`config.mk`:
```
export PLATFORM = sky130hd
export DESIGN_NAME = scan_chain_ctrl
export DESIGN_NICKNAME = d
export VERILOG_FILES = /design/src/rtl/scan_ctrl_pkg.sv /design/src/rtl/scan_ctrl_shreg.sv /design/src/rtl/scan_chain_ctrl.sv
export SDC_FILE = /design/constraint.sdc
export NUM_CORES = 1
export LEC_CHECK = 0
export CAP_MARGIN = 20
export CORE_ASPECT_RATIO = 1.25
export CORE_MARGIN = 1.5
export CORE_UTILIZATION = 49
export DETAILED_ROUTE_END_ITERATION = 16
export PLACE_DENSITY_LB_ADDON = 0.1
export SYNTH_ARGS = -nofsm -noshare
export SYNTH_HDL_FRONTEND = slang
export SYNTH_SLANG_ARGS = --single-unit
```
`constraint.sdc`:
```
create_clock -name CLK -period 2.11 [get_ports CLK]
set_input_delay 0.211 -clock CLK [delete_from_list [all_inputs] [get_ports CLK]]
set_output_delay 0.211 -clock CLK [all_outputs]
set_load 0.03 [all_outputs]
```
`src/rtl/scan_ctrl_pkg.sv`:
```
// Shared definitions for the scan chain sequencer: FSM state type with fixed encoding.
package scan_ctrl_pkg;

    typedef enum logic [2:0] {
        IDLE    = 3'd0,
        INIT    = 3'd1,
        LOAD    = 3'd2,
        CAPTURE = 3'd3,
        UNLOAD  = 3'd4,
        RESP    = 3'd5
    } scan_state_e;

endpackage

```
`src/rtl/scan_ctrl_shreg.sv`:
```
// Shift register with parallel load, MSB-out / LSB-in serial shift (q[WIDTH-1] is the serial output).
module scan_ctrl_shreg #(
    parameter int WIDTH = 32
) (
    input  logic             clk,
    input  logic             rst_n,
    input  logic             load,
    input  logic [WIDTH-1:0] load_val,
    input  logic             shift,
    input  logic             din,
    output logic [WIDTH-1:0] q
);

    // NOTE: sequential state uses <= so every register samples pre-edge values, whatever the block order.
    always_ff @(posedge clk) begin
        if (!rst_n) begin
            q <= '0;
        end else if (load) begin
            q <= load_val;
        end else if (shift) begin
            q <= {q[WIDTH-2:0], din};
        end
    end

endmodule

```
`src/rtl/scan_chain_ctrl.sv`:
```
// Scan chain sequencer: load pattern, capture once, unload response, valid/ready hand-off.
// Optional chain clear cycle before LOAD when SCAN_CTRL_INIT_EN is defined.
module scan_chain_ctrl
    import scan_ctrl_pkg::*;
#(
    parameter int CHAIN_LEN = 32,
    parameter int CNT_W     = $clog2(CHAIN_LEN)
) (
    input  logic                 CLK,
    input  logic                 RSTB,
    input  logic                 start,
    output logic                 start_ready,
    input  logic [CHAIN_LEN-1:0] pat_in,
    input  logic                 abort,
    output logic                 scan_se,
    output logic                 scan_si,
    input  logic                 scan_so,
    output logic                 chain_rstb,
    output logic                 resp_valid,
    input  logic                 resp_ready,
    output logic [CHAIN_LEN-1:0] resp_data,
    output logic                 busy
);

    localparam logic [CNT_W-1:0] LAST = CNT_W'(CHAIN_LEN - 1);

    scan_state_e          state;
    logic [CNT_W-1:0]     cnt;
    logic [CHAIN_LEN-1:0] pat_q;
    logic                 kill;

    assign start_ready = (state == IDLE);
    assign busy        = (state != IDLE);
    assign kill        = abort && busy;

    scan_ctrl_shreg #(.WIDTH(CHAIN_LEN)) u_pat (
        .clk      (CLK),
        .rst_n    (RSTB),
        .load     (state == IDLE && start),
        .load_val (pat_in),
        .shift    (state == LOAD),
        .din      (1'b0),
        .q        (pat_q)
    );

    // Each UNLOAD edge captures SO before the chain moves; an abort freezes the partial response.
    scan_ctrl_shreg #(.WIDTH(CHAIN_LEN)) u_resp (
        .clk      (CLK),
        .rst_n    (RSTB),
        .load     (1'b0),
        .load_val ('0),
        .shift    (state == UNLOAD && !abort),
        .din      (scan_so),
        .q        (resp_data)
    );

    always_ff @(posedge CLK) begin
        if (!RSTB) begin
            state      <= IDLE;
            cnt        <= '0;
            scan_se    <= 1'b0;
            scan_si    <= 1'b0;
            resp_valid <= 1'b0;
        end else if (kill) begin
            state      <= IDLE;
            cnt        <= '0;
            scan_se    <= 1'b0;
            scan_si    <= 1'b0;
            resp_valid <= 1'b0;
        end else begin
            case (state)
                IDLE: begin
                    if (start) begin
                        cnt <= '0;
`ifdef SCAN_CTRL_INIT_EN
                        state <= INIT;
`else
                        state   <= LOAD;
                        scan_se <= 1'b1;
                        scan_si <= pat_in[CHAIN_LEN-1];
`endif
                    end
                end
                INIT: begin
                    state   <= LOAD;
                    scan_se <= 1'b1;
                    scan_si <= pat_q[CHAIN_LEN-1];
                end
                // scan_si is registered, so it is fed one bit ahead of the pattern shift.
                LOAD: begin
                    if (cnt == LAST) begin
                        state   <= CAPTURE;
                        cnt     <= '0;
                        scan_se <= 1'b0;
                        scan_si <= 1'b0;
                    end else begin
                        cnt     <= cnt + CNT_W'(1);
                        scan_si <= pat_q[CHAIN_LEN-2];
                    end
                end
                CAPTURE: begin
                    state   <= UNLOAD;
                    cnt     <= '0;
                    scan_se <= 1'b1;
                    scan_si <= 1'b0;
                end
                UNLOAD: begin
                    if (cnt == LAST) begin
                        state      <= RESP;
                        cnt        <= '0;
                        scan_se    <= 1'b0;
                        resp_valid <= 1'b1;
                    end else begin
                        cnt <= cnt + CNT_W'(1);
                    end
                end
                RESP: begin
                    if (resp_ready) begin
                        state      <= IDLE;
                        resp_valid <= 1'b0;
                    end
                end
                default: begin
                    state <= IDLE;
                end
            endcase
        end
    end

`ifdef SCAN_CTRL_INIT_EN
    // Low for exactly the INIT cycle: set on the accept edge, released on the next one.
    always_ff @(posedge CLK) begin
        if (!RSTB) begin
            chain_rstb <= 1'b1;
        end else begin
            chain_rstb <= !(state == IDLE && start);
        end
    end
`else
    assign chain_rstb = 1'b1;
`endif

endmodule

```
==> results by stage <==
Status:
- The run finished with clean final reports.

Floorplan:
- The number of cell rows is 32.
- In this run the count of I/O pins placed on the die edge is 76.
- Measured along the x axis, the die boundary spans 74.81 µm.
- The full die area is 0.006939 mm².
- The effective utilization at floorplan is 0.5089.
- The vertical die dimension is 92.76 µm.
- The core box area is 0.006206 mm².

Synth:
- The commonest cells after synthesis are dfxtp_1 (75), a21oi_1 (70), nand2_1 (70).
- The per-instance average area after synthesis is 8.652 µm².
- The number of distinct library cells after synthesis is 42.
- The number of synthesized register bits is 75.
- The synthesized design contains 0 enable-type register cells.
- After synthesis, the cell types taking the most area are dfxtp_1 (48%), a21oi_1 (11%), nand2_1 (8.3%).
- Counting every net in the synthesized netlist gives 405.
- Synthesis produced a netlist whose cell count is 365.
- The biggest area contributor in the post-synthesis netlist is dfxtp_1.
- By instance count, the leading cell after synthesis is dfxtp_1.
- The share of synthesized area in the top cell type comes to 0.4754.
- The portion of the post-synthesis area used by sequential elements is 0.4754.
- The number of synthesis warnings is 0.
- For this run, asynchronously set or reset flops after synthesis account for 0.
- For this run, the leading register cell type out of synthesis is dfxtp_1.
- The combined area of all synthesized cells is 0.003158 mm².

CTS:
- The number of H-tree levels is 3.
- In this run, post-CTS hold repair placed 0 buffers.
- Clock latency on the worst-skew pair, taken at its later pin, is 0.34 ns.
- Once the clock tree was built, the setup fixing pass inserted 0 buffers.
- The cell sitting at the root of the clock tree is a clkbuf_8.
- The CTS sink count is 75.
- Clock-pin slew was measured on the worst setup and hold paths at 0.07 ns.
- The number of buffers between clock root and the deepest sink is 2.
- Buffers inserted during clock tree synthesis total 9.
- TritonCTS built the clock tree.

Detailed routing:
- The residual antenna-violating net count after detailed routing is 0.
- The number of detailed-route iterations in the first pass is 4.
- The ratio of routed vias to standard cells is 5.468.
- Dividing the detail-routed wire length by the instance count gives 13.26 µm.
- The routed layout has 2827 vias.
- For this block, the routed nets add up to 6.855 mm of wire.
- The post-detailed-route DRC marker count is 0.
- After the first detailed-routing iteration, the DRC count stood at 90.

Pwr:
- The analysis attributes to cell leakage a power of 1.393 nW.
- The ratio of total power to cell area is 763.1 mW/mm².
- The worst vdd rail ir drop is 0.5698 mV.
- Power comes to 0.003159 W.

Worst setup path:
- The highest fanout seen on the critical path is 10.
- The delay of the slowest critical-path stage is 0.66 ns.
- STA classifies the critical path startpoint as a register.
- The type of the worst setup path is register to primary output.
- The critical path goes through nor3_4 -> inv_2 -> clkdlybuf4s50_1.
- The cell depth of the worst flop-to-flop path is 7.
- On the critical path, the stage with the largest delay is an instance of dfxtp_1.
- The worst setup path is captured at a primary output.
- For the worst setup path, the data arrival time is 1.81 ns.
- The data required time of the worst path is 1.90 ns.

Global routing:
- The number of antenna violations at the first check in global routing is 0.
- The total global routing overflow is 0.
- The maximum number of pins on one net before global-route repair is 65.
- The number of global-route vias before repair came to 2581.
- The first global-routing pass estimated 11.34 mm of wire.
- The global-route total usage across every layer is 0.2079.

Placed design:
- The wire-length estimate of the detail-placed layout is 4.447 mm.
- At the placement stage, the worst setup path has a slack of 0.2531 ns.
- The placer congestion estimate is 0.7568.
- The count of input and output buffers is 74.

Timing:
- The number of failing setup endpoints in the final timing report is 0.
- Setup repair after global routing left no endpoint under its margin.
- Counting I/O delays and the setup requirement, the final critical path takes 2.021 ns.
- The transition at the pin with the smallest max-transition slack is 0.5431 ns.
- Summed over all failing endpoints, the final setup total negative slack is 0 ns.
- The final number of max-transition violations is 0.
- The number of hold violations in the final report is 0.
- Based on the critical path, the design can be clocked at up to 0.4949 GHz.
- The worst setup slack after layout is 0.08919 ns.
- Dividing the final minimum period by the clock period gives 0.9577.
- The final worst clock skew is 0.008124 ns.
- Measured against its own limit, the worst slew margin works out to 0.6374.

Cells and area:
- The layout overhead on the synthesized area is 31.10%.
- The final-stage net count is 467.
- The layout cell share with drive strength beyond 1 is 0.09028.
- The number of diodes is 0.

Min path:
- The worst hold path belongs to the class input pin to register.
- The number of stages on the worst hold path is 3.

Job:
- Max-cap violations in this run came to 0.
==> final timing paths <==
path                     from           to  slack (ns)
hold reg to reg   u_resp.q[0]  u_resp.q[1]        0.47
hold / removal        scan_so  u_resp.q[0]        0.42
setup / recovery     state[0]         busy        0.09
setup reg to reg       cnt[0]       cnt[3]        0.32
==> final cells by class <==
type,instances,area [µm²]
clock buffers,10,137.6
clock inverters,6,65.06
fillers,507,2066
inverters,3,11.26
multi-input cells,252,1449
flip-flops and latches,75,1503
well taps,85,106.4
repair buffers,86,868.3
==> kinds of logic (layout without fill, tap and decap cells) <==
| family | after synthesis | count (layout) | share of synthesized area |
|---|---|---|---|
| muxes | 1 | 1 | 0.003170 |
| and+or+nand+nor | 128 | 128 | 0.2040 |
| DFF | 75 | 75 | 0.4754 |
| other | 1 | 1 | 0.001187 |
| xor gates and xnor gates | 1 | 1 | 0.002774 |
| buffers and inverters | 38 | 105 | 0.07053 |
| AOI/OAI and AO/OA | 119 | 119 | 0.2349 |
| adders and majority gates | 2 | 2 | 0.007923 |
==> metal layers <==
metal / share of wire / track usage / wire (µm) / up-vias
li1: - / - / - / 1416
met1: 0.44 / 0.2446 / 3032 / 1341
met2: 0.51 / 0.3586 / 3484 / 61
met3: 0.037 / 0.05223 / 255 / 9
met4: 0.012 / 0.07273 / 83 / 0
met5: 0 / 0 / 0 / -
==> through the flow <==
stage | utilization | instance area [µm²] | hold WS (ns) | instances
finish | 0.6671 | 4140 | 0.4160 | 517
CTS | 0.6671 | 4140 | 0.4029 | 517
detailed placement | 0.6343 | 3936 | 0.4582 | 501
global route | 0.6671 | 4140 | 0.4066 | 517
global placement | 0.6343 | 3936 | 0.4405 | 501
floorplan | - | 3158 | 0.3470 | 365
==> repair_timing <==
action                                 CTS  global route
setup endpoints to repair                1             0
endpoints found under the hold margin    0             0
gates resized for setup                  1             0
==> worst max-delay path: cells and delay by family, from the launching register on <==
kind / cells / cell delay [ns]
simple gates: 1 / 0.07
flops: 1 / 0.66
buf+inv: 2 / 0.73
==> report_power, final <==
part           switching (W)  leakage, nW  internal [W]
logic               0.000279        0.680      0.000243
clock network       0.000518        0.102      0.000578
registers          0.0000535        0.610       0.00149
==> registers in the layout (all words and copies together) (netlist names) <==
name        cells
cnt             5
resp_valid      1
scan_si         1
u_resp.q       32
scan_se         1
state           3
u_pat.q        32
==> placed cells by master (no fill, tap or decap), drive strengths merged, types with 2 or more instances in the layout <==
cell type / count
clkdlybuf4s50: 74
clkbuf: 10
a21o: 3
nand2: 70
or4b: 2
nor4b: 2
nand3b: 6
nand3: 33
clkinv: 4
o211ai: 4
ha: 2
nand2b: 2
a21oi: 70
dfxtp: 75
a311oi: 3
nor2: 3
a22oi: 30
inv: 3
a221oi: 2
a31oi: 2
buf: 12
Power figures use the tool's default switching activity.
